$ cat src/rtl/logic_issue.sv
// logic_issue: two-stage issue/retire wrapper around a 32-bit bitwise logic unit for MIPS32 logical ops.
// Optional NOR support (inverted OR result) is enabled by defining LOGIC_ISSUE_NOR_EN.
module logic_issue #(
  parameter int TAG_W = 5
) (
  input  logic             clk,
  input  logic             rst,
  input  logic             in_valid,
  output logic             in_ready,
  input  logic [5:0]       in_op,
  input  logic [5:0]       in_funct,
  input  logic [31:0]      in_rs,
  input  logic [31:0]      in_rt,
  input  logic [15:0]      in_imm,
  input  logic [TAG_W-1:0] in_tag,
  output logic [31:0]      lu_a,
  output logic [31:0]      lu_b,
  output logic [3:0]       lu_c,
  input  logic [31:0]      lu_res,
  output logic             out_valid,
  input  logic             out_ready,
  output logic [31:0]      out_data,
  output logic [TAG_W-1:0] out_tag,
  output logic             out_err
);
  logic             s1_valid_q;
  logic [31:0]      s1_a_q, s1_b_q;
  logic [3:0]       s1_c_q;
  logic [TAG_W-1:0] s1_tag_q;
  logic             s1_err_q;
  logic             out_valid_q;
  logic [31:0]      out_data_q;
  logic [TAG_W-1:0] out_tag_q;
  logic             out_err_q;
  logic [31:0]      dec_a, dec_b, res_d;
  logic [3:0]       dec_c;
  logic             dec_err, s1_adv, s2_adv;
`ifdef LOGIC_ISSUE_NOR_EN
  logic             dec_inv, s1_inv_q;
`endif

  // Every supported op yields a non-zero one-hot code, so a zero code marks an illegal instruction.
  always_comb begin
    dec_c = 4'b0000;
`ifdef LOGIC_ISSUE_NOR_EN
    dec_inv = 1'b0;
`endif
    if (in_op == 6'h00) begin
      dec_c = in_funct == 6'h24 ? 4'b0010 : in_funct == 6'h25 ? 4'b0001 :
              in_funct == 6'h26 ? 4'b1000 : 4'b0000;
`ifdef LOGIC_ISSUE_NOR_EN
      dec_inv = in_funct == 6'h27;
      if (dec_inv) dec_c = 4'b0001;
`endif
    end else begin
      dec_c = in_op == 6'h0c ? 4'b0010 : in_op == 6'h0d ? 4'b0001 :
              in_op == 6'h0e ? 4'b1000 : 4'b0000;
    end
    dec_err = dec_c == 4'b0000;
    dec_a   = dec_err ? '0 : in_rs;
    dec_b   = dec_err ? '0 : in_op == 6'h00 ? in_rt : {16'h0, in_imm};
  end

  assign s2_adv   = !out_valid_q || out_ready;
  assign s1_adv   = !s1_valid_q || s2_adv;
  assign in_ready = s1_adv;
`ifdef LOGIC_ISSUE_NOR_EN
  assign res_d = s1_err_q ? '0 : s1_inv_q ? ~lu_res : lu_res;
`else
  assign res_d = s1_err_q ? '0 : lu_res;
`endif

  always_ff @(posedge clk) begin
    if (rst) begin
      s1_valid_q  <= 1'b0;
      s1_a_q      <= '0;
      s1_b_q      <= '0;
      s1_c_q      <= '0;
      s1_tag_q    <= '0;
      s1_err_q    <= 1'b0;
`ifdef LOGIC_ISSUE_NOR_EN
      s1_inv_q    <= 1'b0;
`endif
      out_valid_q <= 1'b0;
      out_data_q  <= '0;
      out_tag_q   <= '0;
      out_err_q   <= 1'b0;
    end else begin
      if (s1_adv) begin
        s1_valid_q <= in_valid;
        if (in_valid) begin
          s1_a_q   <= dec_a;
          s1_b_q   <= dec_b;
          s1_c_q   <= dec_c;
          s1_tag_q <= in_tag;
          s1_err_q <= dec_err;
`ifdef LOGIC_ISSUE_NOR_EN
          s1_inv_q <= dec_inv;
`endif
        end
      end
      if (s2_adv) begin
        out_valid_q <= s1_valid_q;
        if (s1_valid_q) begin
          out_data_q <= res_d;
          out_tag_q  <= s1_tag_q;
          out_err_q  <= s1_err_q;
        end
      end
    end
  end

  assign lu_a      = s1_a_q;
  assign lu_b      = s1_b_q;
  assign lu_c      = s1_valid_q ? s1_c_q : 4'b0000;
  assign out_valid = out_valid_q;
  assign out_data  = out_data_q;
  assign out_tag   = out_tag_q;
  assign out_err   = out_err_q;
endmodule

$ cat config.mk
export PLATFORM = sky130hd
export DESIGN_NAME = logic_issue
export DESIGN_NICKNAME = d
export VERILOG_FILES = /design/src/rtl/logic_issue.sv
export SDC_FILE = /design/constraint.sdc
export NUM_CORES = 1
export LEC_CHECK = 0
export BUFFER_PORTS_ARGS = -buffer_cell sky130_fd_sc_hd__buf_2
export CAP_MARGIN = 20
export CORE_ASPECT_RATIO = 0.7
export CORE_MARGIN = 2
export CORE_UTILIZATION = 45
export CTS_BUF_LIST = sky130_fd_sc_hd__clkbuf_16
export CTS_CLUSTER_DIAMETER = 60
export DETAILED_ROUTE_END_ITERATION = 7
export GPL_ROUTABILITY_DRIVEN = 0
export PLACE_DENSITY = 0.8
export SYNTH_ARGS = -nofsm -noshare
export SYNTH_HDL_FRONTEND = slang
export SYNTH_SLANG_ARGS = --single-unit
$ cat constraint.sdc
create_clock -name clk -period 2.7 [get_ports clk]
set_input_delay 0 -clock clk [delete_from_list [all_inputs] [get_ports clk]]
set_output_delay 0 -clock clk [all_outputs]
set_load 0.02 [all_outputs]
**Word level (Yosys, flattened, before mapping)**

Cells that the tools add are included.

- Register bits: 114
- Output and inout bits: 108
- Word-level logic and storage cells: 36

- Equality and inequality tests: 6
- Mux-type cells: 12
- Reduce and logical (&&, ||, !) cells: 8

Operators with widths:

| operator | number |
|---|---|
| 2-to-1 mux 32 bit | 4 |
| 2-to-1 mux 4 bit | 8 |
| == test 6 x 4 -> 1 bit, second input constant | 3 |
| == test 6 bit, second input constant | 3 |
| zero test 6 bit | 1 |
| zero test 4 bit | 1 |
| AND reduction 2 bit | 2 |
| zero test 1 bit | 2 |
| logical OR 1 bit | 2 |

**Logic depth before layout (Yosys ltp)**

Gate-level depths: netlist (run 1).

- Word-level depth: 7
- Depth in mapped cells: 6
- Mapped depth without buffers: 4

**Least setup slack after synthesis (run 1)**

Ideal clock, no wire load.

- Kind: register to register
- From: register out_valid_q, in the netlist out_valid
- To: register s1_b_q[10], in the netlist lu_b[10]
- Setup time: 0.070 ns
- Arrival time: 1.712 ns
- Data required time: 2.630 ns
- Path slack: 0.918 ns
- Stages on the path, launching flop included: 7
- Buffers on the path: 2
- Path through: dfxtp_1 nand3b_1 and2_1 clkbuf_1 nor2_2 buf_1 o2bb2ai_1

- Longest elaborated chain between the ends: 4

Ends and longest elaborated chain:

| element | line | source |
|---|---|---|
| from (decl) | 31 | `logic out_valid_q;` |
| from (signal assigned) | 103 | `out_valid_q <= s1_valid_q;` |
| zero test 1 bit | 64 | `assign s2_adv = !out_valid_q \|\| out_ready;` |
| logical OR 1 bit | 64 |  |
| logical OR 1 bit | 65 | `assign s1_adv = !s1_valid_q \|\| s2_adv;` |
| via in_ready | 9 | `output logic in_ready,` |
| AND reduction 2 bit (no source line) | n/a |  |
| to (signal assigned) | 77 | `s1_b_q <= '0;` |
| to (signal assigned) | 93 | `s1_b_q <= dec_b;` |
| to (decl) | 27 | `logic [31:0] s1_a_q, s1_b_q;` |

The timed path passes the listed nets, and every way through them passes these cells.
A chain may end at the register's enable or synchronous reset.

**Worst setup path after layout (run 1)**

- From: register s1_valid_q
- To: register s1_c_q[0]

- Longest elaborated chain between the ends: 3

Ends and longest elaborated chain:

| element | line | source |
|---|---|---|
| from (decl) | 26 | `logic s1_valid_q;` |
| from (signal assigned) | 90 | `s1_valid_q <= in_valid;` |
| zero test 1 bit | 65 |  |
| logical OR 1 bit | 65 |  |
| AND reduction 2 bit (no source line) | n/a |  |
| to (signal assigned) | 78 | `s1_c_q <= '0;` |
| to (signal assigned) | 94 | `s1_c_q <= dec_c;` |
| to (decl) | 28 | `logic [3:0] s1_c_q;` |

No other way between the ends.

==> flow_summary.html, run 1 <==
<table>
<tr><th>Metric</th><th>Value</th></tr>
<tr><th colspan="2">STA</th></tr>
<tr><td>Setup_tns</td><td>0 ps</td></tr>
<tr><td>Rel. slew slack</td><td>39.71%</td></tr>
<tr><td>Unrepaired setup endpoints after global routing</td><td>no</td></tr>
<tr><td>Final Skew</td><td>9.384 ps</td></tr>
<tr><td>Worst Slack Setup Final</td><td>560.5 ps</td></tr>
<tr><td>Max-slew violation total from the final report</td><td>0</td></tr>
<tr><td>Setup-failing EPs final</td><td>0</td></tr>
<tr><td>Slew at the pin closest to its max-slew limit</td><td>903.1 ps</td></tr>
<tr><td>Final count of hold timing violations</td><td>0</td></tr>
<tr><td>Worst slack on hold paths</td><td>65.37 ps</td></tr>
<tr><td>Share of the clock period used by the worst path after layout</td><td>79.24%</td></tr>
<tr><td>Period minus WS final</td><td>2140 ps</td></tr>
<tr><td>Fmax</td><td>467.4 MHz</td></tr>
<tr><th colspan="2">Global route</th></tr>
<tr><td>Maximum number of pins on one net before global-route repair</td><td>49</td></tr>
<tr><td>Gr ovfl total</td><td>0</td></tr>
<tr><td>GRT Overall Usage</td><td>29.18%</td></tr>
<tr><td>Global-route wire length before repair</td><td>24.12 mm</td></tr>
<tr><td>Via count of the first global-routing pass</td><td>4,988</td></tr>
<tr><td>Initial antenna violation count</td><td>0</td></tr>
<tr><th colspan="2">Synth</th></tr>
<tr><td>Synthesized Nets</td><td>603</td></tr>
<tr><td>Proportion of synthesized chip area in sequential cells</td><td>50.60%</td></tr>
<tr><td>Synth warnings</td><td>0</td></tr>
<tr><td>Total of flip-flops plus latches after synthesis</td><td>113</td></tr>
<tr><td>Post-synthesis instance area</td><td>0.004471 mm²</td></tr>
<tr><td>Post-Synthesis Mean Instance Area</td><td>9.512 µm²</td></tr>
<tr><td>Synthesized instance count</td><td>470</td></tr>
<tr><td>Post-synthesis cell type count</td><td>38</td></tr>
<tr><th colspan="2">Routing</th></tr>
<tr><td>Total via count after detailed routing</td><td>4,945</td></tr>
<tr><td>Detailed-route wire length per cell</td><td>16.77 µm</td></tr>
<tr><td>Pre-Repair DR Iteration Count</td><td>4</td></tr>
<tr><td>Number of violations reported at the end of detailed-routing iteration 0</td><td>229</td></tr>
<tr><td>Average vias per placed instance</td><td>5.140</td></tr>
<tr><td>DRC violations left</td><td>0</td></tr>
<tr><td>Final wirelength</td><td>16.14 mm</td></tr>
<tr><td>Remaining number of nets flagged by the antenna check after routing</td><td>0</td></tr>
<tr><th colspan="2">Floorplan</th></tr>
<tr><td>Vert. Die Dim</td><td>87.39 µm</td></tr>
<tr><td>Horizontal die dimension</td><td>123.1 µm</td></tr>
<tr><td>Initial Util</td><td>46.16%</td></tr>
<tr><td>Number of placement rows</td><td>30</td></tr>
<tr><td>Total Die Area</td><td>0.01076 mm²</td></tr>
<tr><td>Core Region</td><td>0.009684 mm²</td></tr>
<tr><td>Number of I/O pins</td><td>241</td></tr>
<tr><th colspan="2">Setup path</th></tr>
<tr><td>Required @ worst endpoint</td><td>3040 ps</td></tr>
<tr><td>Type of element capturing the critical path</td><td>register</td></tr>
<tr><td>Max Fanout on Critical Path</td><td>37</td></tr>
<tr><td>Arrival time of the worst setup path</td><td>2470 ps</td></tr>
<tr><td>Startpoint kind of the worst setup timing path</td><td>register</td></tr>
<tr><td>Classification of the worst setup path</td><td>register to register</td></tr>
<tr><th colspan="2">Finish</th></tr>
<tr><td>Ratio of cells with drive above 1 in the final layout</td><td>37.89%</td></tr>
<tr><td>Diode insertion count for antenna repair</td><td>0</td></tr>
<tr><td>Area overhead of the layout relative to synthesis</td><td>69.21%</td></tr>
<tr><td>Number of nets in the final layout</td><td>954</td></tr>
<tr><td>Fill cell total of the finished layout</td><td>620</td></tr>
<tr><th colspan="2">Clocking</th></tr>
<tr><td>TritonCTS clock tree</td><td>done</td></tr>
<tr><td>Number of buffers created by CTS</td><td>17</td></tr>
<tr><td>Maximum clock insertion buffer count</td><td>2</td></tr>
<tr><td>Quantity of gates resized following cts</td><td>0</td></tr>
<tr><td># Post-CTS Setup Buffers</td><td>0</td></tr>
<tr><td>Root buffer cell</td><td>sky130_fd_sc_hd__clkbuf_16</td></tr>
<tr><td>CTS clock-pin slew for the worst setup and hold paths</td><td>50 ps</td></tr>
<tr><td>Clock Latency Late Sink</td><td>400 ps</td></tr>
<tr><td>Sinks on the clock net</td><td>113</td></tr>
<tr><td>CTS H-Tree Depth</td><td>4</td></tr>
<tr><td>Number of buffers inserted by hold repair at cts</td><td>121</td></tr>
<tr><th colspan="2">Placement</th></tr>
<tr><td>Number of buffers added on ports</td><td>239</td></tr>
<tr><td>Place WS</td><td>731.8 ps</td></tr>
<tr><td>Final HPWL from detailed placement</td><td>8.758 mm</td></tr>
<tr><th colspan="2">Hold path</th></tr>
<tr><td>Path type of the worst min-delay path</td><td>input pin to register</td></tr>
<tr><th colspan="2">Job</th></tr>
<tr><td>Max Cap Violations</td><td>0</td></tr>
<tr><th colspan="2">Outcome</th></tr>
<tr><td>Run status</td><td>complete, no violations</td></tr>
<tr><th colspan="2">Power and ir drop</th></tr>
<tr><td>Worst voltage drop across the vdd grid</td><td>493.0 µV</td></tr>
<tr><td>Power density over the cells</td><td>634.1 mW/mm²</td></tr>
<tr><td>LEAKAGE</td><td>3.554 nW</td></tr>
</table>
cells in the mapped netlist, drive strengths merged:
library cell	n	area [µm²]
nand3b	33	247.7
o41ai	1	27.53
nand4	1	6.260
a211o	1	8.760
dfxtp	113	2262
mux2i	16	160.2
clkbuf	24	90.09
a22oi	1	7.510
nor2	66	250.2
nor4	3	48.80
conb	1	3.750
o2bb2ai	16	140.1
o21a	1	7.510
and3	1	6.260
inv	6	22.52
a21oi	46	230.2
a2111oi	1	27.53
nand2b	2	12.51
nand4bb	2	22.52
and4bb	1	12.51
and2	6	37.54
o311ai	1	16.27
buf	11	76.32
a21o	1	8.760
a22o	16	140.1
a221oi	1	8.760
nor3	34	320.3
or3	2	22.52
o21ai	2	10.01
o221a	1	11.26
nand2	59	224.0
placed cells by master, fill, tap and decap left out, types with 2 or more instances in the layout:
cell type                       netlist  routed
sky130_fd_sc_hd__inv_6                0       2
sky130_fd_sc_hd__buf_2                4     239
sky130_fd_sc_hd__nand3b_1            33      33
sky130_fd_sc_hd__bufinv_16            0       5
sky130_fd_sc_hd__nor4_4               2       2
sky130_fd_sc_hd__inv_1                6       7
sky130_fd_sc_hd__dlygate4sd3_1        0     121
sky130_fd_sc_hd__a22o_1              16      16
sky130_fd_sc_hd__dfxtp_1            113     113
sky130_fd_sc_hd__or3_4                2       2
sky130_fd_sc_hd__nand2_1             58      58
sky130_fd_sc_hd__nor3_1               4       4
sky130_fd_sc_hd__mux2i_1             16      16
sky130_fd_sc_hd__buf_4                2       7
sky130_fd_sc_hd__nand4bb_1            2       2
sky130_fd_sc_hd__nor3_2              30      30
sky130_fd_sc_hd__o21ai_1              2       2
sky130_fd_sc_hd__a21oi_1             46      46
sky130_fd_sc_hd__clkinvlp_4           0       3
sky130_fd_sc_hd__o2bb2ai_1           16      16
sky130_fd_sc_hd__nor2_1              65      65
sky130_fd_sc_hd__clkinv_1             0       2
sky130_fd_sc_hd__clkbuf_16            0      17
sky130_fd_sc_hd__nand2b_1             2       2
sky130_fd_sc_hd__and2_1               6       6
per-layer routing:
metal	global-route usage (%)	share of wire, %
met3	9.751	6.8
met5	0	0
met2	52.20	52
met4	15.29	3.9
met1	30.45	37
area by class of cell:
type                       instances  area [µm²]  area share, %
tap                              128       160.2          2.117
inverter                           6       22.52         0.2977
multi-input combinational        316        2019          26.70
sequential                       113        2262          29.90
timing repair buffer             367        2460          32.52
clock inverter                    15       215.2          2.845
clock buffer                      17       425.4          5.624
kinds of logic after synthesis:
kind of cell / Yosys count / share of synthesized area [%]
flops: 113 / 50.60
buf+inv: 41 / 4.226
mux: 16 / 3.582
compound gates: 89 / 14.41
simple gates: 210 / 27.09
other cells: 1 / 0.08388
power by group:
part	total, mW	switching (mW)	internal [mW]
Combinational	0.615	0.312	0.303
Sequential	1.77	0.0385	1.73
Clock	2.41	0.783	1.63
metrics by stage:
stage / std cells / utilization, % / instance area (µm²) / power (mW)
6_report: 962 / 78.11 / 7565 / 4.796
2_1_floorplan: 470 / - / 4471 / 2.062
4_1_cts: 962 / 78.11 / 7565 / 4.804
3_3_place_gp: 809 / 58.99 / 5713 / 2.238
3_5_place_dp: 809 / 58.99 / 5713 / 2.253
5_1_grt: 962 / 78.11 / 7565 / 4.969
flip-flops by register name, indices dropped and copies added (netlist names):
register	count
lu_a	32
lu_b	32
out_data	32
out_tag	5
s1_tag_q	5
s1_c_q	3
out_err	1
out_valid	1
s1_err_q	1
s1_valid_q	1
worst max-delay path, stage by stage (launching register included):
cell and delay, ps:
sky130_fd_sc_hd__dfxtp_1 390, sky130_fd_sc_hd__nand3b_1 220, sky130_fd_sc_hd__nand2_1 270, sky130_fd_sc_hd__buf_4 410, sky130_fd_sc_hd__a221oi_1 100, sky130_fd_sc_hd__dlygate4sd3_1 590
sky130_fd_sc_hd__nor2_1 90
worst paths after layout:
kind,to,cells past startpoint,slack (ps),startpoint
max,s1_c_q[0]$_SDFFE_PP0P_,6,560,s1_valid_q$_SDFFE_PP0N_
min,lu_b[21]$_SDFFE_PP0P_,3,70,rst
max reg2reg,s1_c_q[0]$_SDFFE_PP0P_,6,560,s1_valid_q$_SDFFE_PP0N_
min reg2reg,out_data[2]$_SDFFE_PP0P_,2,450,out_data[2]$_SDFFE_PP0P_
Note: power is estimated with default switching activity, not from simulation.
==> inputs of run 2 (changes only) <==
Settings changed: CORE_UTILIZATION 45 to 40, PLACE_DENSITY 0.8 to 0.76.
Clock period 2.7 ns to 1.79 ns, I/O delays scaled along.
==> run 2 against run 1 <==
Net effect: flip-flop and latch count stayed put; final cell count grew 3.1%; highest routed layer unchanged; sequential power is 50% higher; combinational power increased by 54%; worst setup slack got worse by 460 ps; wire length shrank 6.2%; sequential share of layout area down 0.33 points; non-clock buffer count up 5.
==> flow_summary.html, run 2 (same netlist as run 1, synthesis figures left out) <==
<table>
<tr><th>Metric</th><th>Value</th></tr>
<tr><th colspan="2">Outcome</th></tr>
<tr><td>Run status</td><td>complete, no violations</td></tr>
<tr><th colspan="2">Routing</th></tr>
<tr><td>Total via count after detailed routing</td><td>4,874</td></tr>
<tr><td>Average vias per placed instance</td><td>4.913</td></tr>
<tr><td>Detailed-route wire length per cell</td><td>15.26 µm</td></tr>
<tr><td>Remaining number of nets flagged by the antenna check after routing</td><td>0</td></tr>
<tr><td>Number of violations reported at the end of detailed-routing iteration 0</td><td>204</td></tr>
<tr><td>Final wirelength</td><td>15.13 mm</td></tr>
<tr><td>DRC violations left</td><td>0</td></tr>
<tr><td>Pre-Repair DR Iteration Count</td><td>4</td></tr>
<tr><th colspan="2">Clocking</th></tr>
<tr><td>CTS clock-pin slew for the worst setup and hold paths</td><td>50 ps</td></tr>
<tr><td>Clock Latency Late Sink</td><td>400 ps</td></tr>
<tr><td># Post-CTS Setup Buffers</td><td>0</td></tr>
<tr><td>TritonCTS clock tree</td><td>done</td></tr>
<tr><td>Root buffer cell</td><td>sky130_fd_sc_hd__clkbuf_16</td></tr>
<tr><td>Quantity of gates resized following cts</td><td>0</td></tr>
<tr><td>Sinks on the clock net</td><td>113</td></tr>
<tr><td>Number of buffers created by CTS</td><td>17</td></tr>
<tr><td>Number of buffers inserted by hold repair at cts</td><td>121</td></tr>
<tr><td>CTS H-Tree Depth</td><td>4</td></tr>
<tr><td>Maximum clock insertion buffer count</td><td>2</td></tr>
<tr><th colspan="2">Hold path</th></tr>
<tr><td>Path type of the worst min-delay path</td><td>input pin to register</td></tr>
<tr><th colspan="2">Global route</th></tr>
<tr><td>Maximum number of pins on one net before global-route repair</td><td>40</td></tr>
<tr><td>Global-route wire length before repair</td><td>23.49 mm</td></tr>
<tr><td>GRT Overall Usage</td><td>24.91%</td></tr>
<tr><td>Via count of the first global-routing pass</td><td>5,020</td></tr>
<tr><td>Gr ovfl total</td><td>0</td></tr>
<tr><td>Initial antenna violation count</td><td>0</td></tr>
<tr><th colspan="2">STA</th></tr>
<tr><td>Slew at the pin closest to its max-slew limit</td><td>529.7 ps</td></tr>
<tr><td>Setup_tns</td><td>0 ps</td></tr>
<tr><td>Fmax</td><td>592.0 MHz</td></tr>
<tr><td>Unrepaired setup endpoints after global routing</td><td>no</td></tr>
<tr><td>Setup-failing EPs final</td><td>0</td></tr>
<tr><td>Share of the clock period used by the worst path after layout</td><td>94.37%</td></tr>
<tr><td>Max-slew violation total from the final report</td><td>0</td></tr>
<tr><td>Final Skew</td><td>8.742 ps</td></tr>
<tr><td>Period minus WS final</td><td>1689 ps</td></tr>
<tr><td>Final count of hold timing violations</td><td>0</td></tr>
<tr><td>Rel. slew slack</td><td>64.69%</td></tr>
<tr><th colspan="2">Setup path</th></tr>
<tr><td>Startpoint kind of the worst setup timing path</td><td>register</td></tr>
<tr><td>Launching point of the worst reg2reg path</td><td>out_valid$_SDFFE_PP0P_</td></tr>
<tr><td>Crit. Startpoint</td><td>out_valid$_SDFFE_PP0P_</td></tr>
<tr><td>Type of element capturing the critical path</td><td>register</td></tr>
<tr><td>Worst setup path end</td><td>lu_a[13]$_SDFFE_PP0P_</td></tr>
<tr><td>Max Fanout on Critical Path</td><td>32</td></tr>
<tr><td>Minimum setup slack among reg-to-reg paths</td><td>100 ps</td></tr>
<tr><td>Capturing point of the worst reg2reg path</td><td>lu_a[13]$_SDFFE_PP0P_</td></tr>
<tr><td>Classification of the worst setup path</td><td>register to register</td></tr>
<tr><td>Arrival time of the worst setup path</td><td>1970 ps</td></tr>
<tr><td>Critical Path, Cell by Cell</td><td>nand3b_1, o311ai_2, o41ai_4, buf_12, nor3_2</td></tr>
<tr><td>Reg2reg path depth</td><td>5</td></tr>
<tr><td>CP peak stage delay</td><td>460 ps</td></tr>
<tr><td>Max stage delay cell, worst path</td><td>sky130_fd_sc_hd__o41ai_4</td></tr>
<tr><td>Required @ worst endpoint</td><td>2070 ps</td></tr>
<tr><th colspan="2">Power and ir drop</th></tr>
<tr><td>Sequential fraction of design power</td><td>37.3%</td></tr>
<tr><td>Net switching power</td><td>1.706 mW</td></tr>
<tr><td>Post-layout total power</td><td>7.102 mW</td></tr>
<tr><td>Worst voltage drop across the vdd grid</td><td>608.1 µV</td></tr>
<tr><td>Power density over the cells</td><td>928.4 mW/mm²</td></tr>
<tr><td>Net Sw Frac</td><td>24.02%</td></tr>
<tr><td>Share of total power in the clock network</td><td>49.3%</td></tr>
<tr><td>LEAKAGE</td><td>3.591 nW</td></tr>
<tr><td>Cell-internal power</td><td>5.397 mW</td></tr>
<tr><td>Logic gate share of total power</td><td>13.3%</td></tr>
<tr><th colspan="2">Placement</th></tr>
<tr><td>Placed insts</td><td>839</td></tr>
<tr><td>Placement Cell Area</td><td>0.005819 mm²</td></tr>
<tr><td>Final HPWL from detailed placement</td><td>9.172 mm</td></tr>
<tr><td>Number of buffers added on ports</td><td>239</td></tr>
<tr><th colspan="2">Floorplan</th></tr>
<tr><td>Vert. Die Dim</td><td>92.45 µm</td></tr>
<tr><td>Core Region</td><td>0.01097 mm²</td></tr>
<tr><td>Total Die Area</td><td>0.01205 mm²</td></tr>
<tr><td>Number of I/O pins</td><td>241</td></tr>
<tr><td>Horizontal die dimension</td><td>130.4 µm</td></tr>
<tr><td>Number of placement rows</td><td>32</td></tr>
<tr><td>Initial Util</td><td>40.75%</td></tr>
<tr><th colspan="2">Finish</th></tr>
<tr><td>Leading cell type in the layout, fill and taps excluded</td><td>sky130_fd_sc_hd__buf_2</td></tr>
<tr><td>Layout Utilization</td><td>69.73%</td></tr>
<tr><td>Area overhead of the layout relative to synthesis</td><td>71.12%</td></tr>
<tr><td>Commonest non-fill, non-tap cells in the layout</td><td>sky130_fd_sc_hd__buf_2, sky130_fd_sc_hd__dlygate4sd3_1, sky130_fd_sc_hd__dfxtp_1, sky130_fd_sc_hd__nor2_1, sky130_fd_sc_hd__nand2_1</td></tr>
<tr><td>Diode insertion count for antenna repair</td><td>0</td></tr>
<tr><td>Number of nets in the final layout</td><td>959</td></tr>
<tr><td>Final cell count without fillers</td><td>992</td></tr>
<tr><td>Final design instance area without fill</td><td>0.007650 mm²</td></tr>
<tr><td>Ratio of cells with drive above 1 in the final layout</td><td>38.38%</td></tr>
<tr><th colspan="2">Job</th></tr>
<tr><td>Max Cap Violations</td><td>0</td></tr>
</table>
## run 2: worst min-delay path by stage
stage,from,to,slack (ps),depth (start not counted)
global route,rst,out_tag[3]$_SDFFE_PP0P_,70,2
detailed placement,in_rt[28],lu_b[28]$_SDFFE_PP0P_,220,2
finish,rst,out_data[0]$_SDFFE_PP0P_,60,2
global placement,in_rt[23],lu_b[23]$_SDFFE_PP0P_,210,2
CTS,in_op[0],s1_c_q[1]$_SDFFE_PP0P_,50,4
floorplan,in_rt[17],lu_b[17]$_SDFFE_PP0P_,130,1
## run 2: power by group through the flow
stage | registers [mW] | clock network [mW] | logic, mW
floorplan | 2.79 | 0 | 0.315
detailed placement | 2.70 | 0 | 0.717
global route | 2.66 | 3.70 | 1.02
CTS | 2.65 | 3.57 | 0.924
global placement | 2.70 | 0 | 0.695
finish | 2.65 | 3.50 | 0.946
## run 2: through the flow
| stage | worst slack, ps | hold WS, ps |
|---|---|---|
| 3_3_place_gp | 242.5 | 210.7 |
| 6_report | 100.9 | 56.36 |
| 5_1_grt | 39.38 | 69.50 |
| 3_5_place_dp | 147.9 | 219.5 |
| 2_1_floorplan | 8.093 | 125.5 |
| 4_1_cts | 127.1 | 45.59 |
## run 2: layout make-up
class	count	area (µm²)
repair buffers	372	2535
fillers	781	3321
flip-flops and latches	113	2262
inverters	6	22.52
clock buffers	17	425.4
multi-input cells	316	2019
well taps	153	191.4
clock inverters	15	193.9
## run 2: metal layers
layer  wire length [µm]  track usage (%)  share of wire [%]
met1               6088            27.47                 40
met2               7467            43.67                 49
met3               1063            7.452                7.0
met4                514            12.15                3.4
met5                  0                0                  0
## run 2: worst max-delay path, delay by kind of cell, from the launching register on
kind / cells / cell delay (ps)
AO/OA/AOI/OAI: 2 / 660
flip-flops: 1 / 330
AND/OR/NAND/NOR: 2 / 280
buffers and inverters: 1 / 280
==> inputs of run 3 (changes only) <==
==> constraint.sdc (replaced) <==
create_clock -name clk -period 1.79 [get_ports clk]
set_input_delay 0.358 -clock clk [delete_from_list [all_inputs] [get_ports clk]]
set_output_delay 0.358 -clock clk [all_outputs]
set_load 0.02 [all_outputs]
==> run 3 against run 2 <==
Net effect: clock power is 3% lower; core utilization is 10 points lower; global-route usage is 4.3 points lower; largest power group unchanged; sequential power hardly changed; first-iteration DRC count is 12% lower; worst setup slack better by 94 ps.
==> flow_summary.html, run 3 (same netlist as run 1, synthesis figures left out) <==
<table>
<tr><th>Metric</th><th>Value</th></tr>
<tr><th colspan="2">Setup path</th></tr>
<tr><td>Type of element capturing the critical path</td><td>register</td></tr>
<tr><td>Classification of the worst setup path</td><td>register to register</td></tr>
<tr><td>Reg2reg path depth</td><td>5</td></tr>
<tr><td>Startpoint kind of the worst setup timing path</td><td>register</td></tr>
<tr><td>Required @ worst endpoint</td><td>2080 ps</td></tr>
<tr><td>Arrival time of the worst setup path</td><td>1880 ps</td></tr>
<tr><td>Capturing point of the worst reg2reg path</td><td>lu_a[3]$_SDFFE_PP0P_</td></tr>
<tr><td>Max Fanout on Critical Path</td><td>17</td></tr>
<tr><td>Launching point of the worst reg2reg path</td><td>out_valid$_SDFFE_PP0P_</td></tr>
<tr><td>Minimum setup slack among reg-to-reg paths</td><td>190 ps</td></tr>
<tr><th colspan="2">Global route</th></tr>
<tr><td>Global-route wire length before repair</td><td>19.63 mm</td></tr>
<tr><td>GRT Overall Usage</td><td>20.65%</td></tr>
<tr><td>Maximum number of pins on one net before global-route repair</td><td>39</td></tr>
<tr><td>Via count of the first global-routing pass</td><td>4,135</td></tr>
<tr><td>Initial antenna violation count</td><td>0</td></tr>
<tr><td>Gr ovfl total</td><td>0</td></tr>
<tr><th colspan="2">Routing</th></tr>
<tr><td>Routed length on met1</td><td>5.552 mm</td></tr>
<tr><td>Wire length on met2</td><td>6.005 mm</td></tr>
<tr><td>Average vias per placed instance</td><td>4.837</td></tr>
<tr><td>Total via count after detailed routing</td><td>4,261</td></tr>
<tr><td>Final wirelength</td><td>12.62 mm</td></tr>
<tr><td>Top layer used by detailed routing</td><td>met4</td></tr>
<tr><td>Met3 Wirelength</td><td>861 µm</td></tr>
<tr><td>Remaining number of nets flagged by the antenna check after routing</td><td>0</td></tr>
<tr><td>Number of violations reported at the end of detailed-routing iteration 0</td><td>179</td></tr>
<tr><td>Pre-Repair DR Iteration Count</td><td>4</td></tr>
<tr><td>Detailed-route wire length per cell</td><td>14.32 µm</td></tr>
<tr><td>DRC violations left</td><td>0</td></tr>
<tr><th colspan="2">Finish</th></tr>
<tr><td>Ratio of cells with drive above 1 in the final layout</td><td>45.47%</td></tr>
<tr><td>Fill cell total of the finished layout</td><td>986</td></tr>
<tr><td>Final cell count without fillers</td><td>881</td></tr>
<tr><td>Diode insertion count for antenna repair</td><td>0</td></tr>
<tr><td>Commonest non-fill, non-tap cells in the layout</td><td>sky130_fd_sc_hd__buf_2, sky130_fd_sc_hd__dfxtp_1, sky130_fd_sc_hd__nor2_1, sky130_fd_sc_hd__nand2_1, sky130_fd_sc_hd__a21oi_1</td></tr>
<tr><td>Number of nets in the final layout</td><td>850</td></tr>
<tr><td>Area overhead of the layout relative to synthesis</td><td>46.66%</td></tr>
<tr><td>Leading cell type in the layout, fill and taps excluded</td><td>sky130_fd_sc_hd__buf_2</td></tr>
<tr><td>Final design instance area without fill</td><td>0.006556 mm²</td></tr>
<tr><th colspan="2">Hold path</th></tr>
<tr><td>Worst hold path startpoint</td><td>in_rt[23]</td></tr>
<tr><td>Path type of the worst min-delay path</td><td>input pin to register</td></tr>
<tr><td>Cell count of the worst hold path</td><td>2</td></tr>
<tr><td>Hold-critical path endpoint</td><td>lu_b[23]$_SDFFE_PP0P_</td></tr>
<tr><th colspan="2">Job</th></tr>
<tr><td>Max Cap Violations</td><td>0</td></tr>
<tr><th colspan="2">Floorplan</th></tr>
<tr><td>Vert. Die Dim</td><td>92.45 µm</td></tr>
<tr><td>Total Die Area</td><td>0.01205 mm²</td></tr>
<tr><td>Number of I/O pins</td><td>241</td></tr>
<tr><td>Horizontal die dimension</td><td>130.4 µm</td></tr>
<tr><td>Number of placement rows</td><td>32</td></tr>
<tr><td>Core Region</td><td>0.01097 mm²</td></tr>
<tr><td>Initial Util</td><td>40.75%</td></tr>
<tr><th colspan="2">Clocking</th></tr>
<tr><td>TritonCTS clock tree</td><td>done</td></tr>
<tr><td>Sinks on the clock net</td><td>113</td></tr>
<tr><td>Root buffer cell</td><td>sky130_fd_sc_hd__clkbuf_16</td></tr>
<tr><td>Number of buffers created by CTS</td><td>17</td></tr>
<tr><td>Quantity of gates resized following cts</td><td>0</td></tr>
<tr><td>CTS clock-pin slew for the worst setup and hold paths</td><td>50 ps</td></tr>
<tr><td>CTS H-Tree Depth</td><td>4</td></tr>
<tr><td>Number of buffers inserted by hold repair at cts</td><td>0</td></tr>
<tr><td>Maximum clock insertion buffer count</td><td>2</td></tr>
<tr><td># Post-CTS Setup Buffers</td><td>0</td></tr>
<tr><td>Clock Latency Late Sink</td><td>400 ps</td></tr>
<tr><th colspan="2">Placement</th></tr>
<tr><td>Placement Cell Area</td><td>0.005959 mm²</td></tr>
<tr><td>Number of buffers added on ports</td><td>239</td></tr>
<tr><td>Placed insts</td><td>851</td></tr>
<tr><td>Final HPWL from detailed placement</td><td>9.318 mm</td></tr>
<tr><th colspan="2">STA</th></tr>
<tr><td>Share of the clock period used by the worst path after layout</td><td>89.13%</td></tr>
<tr><td>Unrepaired setup endpoints after global routing</td><td>no</td></tr>
<tr><td>Max-slew violation total from the final report</td><td>0</td></tr>
<tr><td>Worst slack on hold paths</td><td>164.1 ps</td></tr>
<tr><td>Setup-failing EPs final</td><td>0</td></tr>
<tr><td>Setup_tns</td><td>0 ps</td></tr>
<tr><td>Final count of hold timing violations</td><td>0</td></tr>
<tr><td>Fmax</td><td>626.8 MHz</td></tr>
<tr><td>Period minus WS final</td><td>1595 ps</td></tr>
<tr><td>Final Skew</td><td>9.040 ps</td></tr>
<tr><th colspan="2">Power and ir drop</th></tr>
<tr><td>LEAKAGE</td><td>3.143 nW</td></tr>
<tr><td>Worst voltage drop across the vdd grid</td><td>602.2 µV</td></tr>
<tr><td>Power density over the cells</td><td>1034 mW/mm²</td></tr>
<tr><th colspan="2">Outcome</th></tr>
<tr><td>Run status</td><td>complete, no violations</td></tr>
</table>
run 3: worst max-delay path by stage:
stage / start / end
after floorplan: out_valid$_SDFFE_PP0P_ / lu_b[10]$_SDFFE_PP0P_
after global placement: in_op[1] / lu_a[8]$_SDFFE_PP0P_
after detailed placement: in_op[1] / lu_a[8]$_SDFFE_PP0P_
after CTS: out_valid$_SDFFE_PP0P_ / in_ready
after global routing: out_valid$_SDFFE_PP0P_ / lu_a[25]$_SDFFE_PP0P_
final: out_valid$_SDFFE_PP0P_ / lu_a[3]$_SDFFE_PP0P_
run 3: power by group:
| part | switching (mW) | total, mW | internal (mW) | leakage (nW) |
|---|---|---|---|---|
| clock | 1.10 | 3.38 | 2.29 | 0.283 |
| combinational | 0.425 | 0.741 | 0.316 | 1.94 |
| sequential | 0.0452 | 2.65 | 2.61 | 0.920 |
| total | 1.57 | 6.78 | 5.21 | 3.14 |
run 3: area by class of cell:
class / count / area (µm²) / share of cell area [%]
clock buffer: 17 / 425.4 / 6.489
inverter: 6 / 22.52 / 0.3435
timing repair buffer: 263 / 1464 / 22.33
sequential: 113 / 2262 / 34.50
tap: 153 / 191.4 / 2.920
clock inverter: 13 / 171.4 / 2.614
multi-input combinational: 316 / 2019 / 30.80
run 3: routing by layer:
metal,up-vias,track usage (%)
li1,2110,-
met1,1980,26.01
met2,155,34.16
met3,16,5.777
met4,0,6.915
met5,-,0
run 3: per-stage QoR:
stage | power (mW) | utilization [%] | worst slack [ps]
after global placement | 3.418 | 54.32 | -28.71
after floorplan | 3.110 | - | 8.093
after CTS | 6.853 | 59.76 | 168.2
final | 6.780 | 59.76 | 194.6
after global routing | 7.037 | 59.76 | 109.5
after detailed placement | 3.445 | 54.32 | -107.1
run 3: worst max-delay path: stages (launching register included):
cell and delay (ps):
sky130_fd_sc_hd__dfxtp_1 330, sky130_fd_sc_hd__nand3b_1 140, sky130_fd_sc_hd__o311ai_2 160, sky130_fd_sc_hd__o41ai_4 560, sky130_fd_sc_hd__buf_12 230, sky130_fd_sc_hd__nor3_2 60
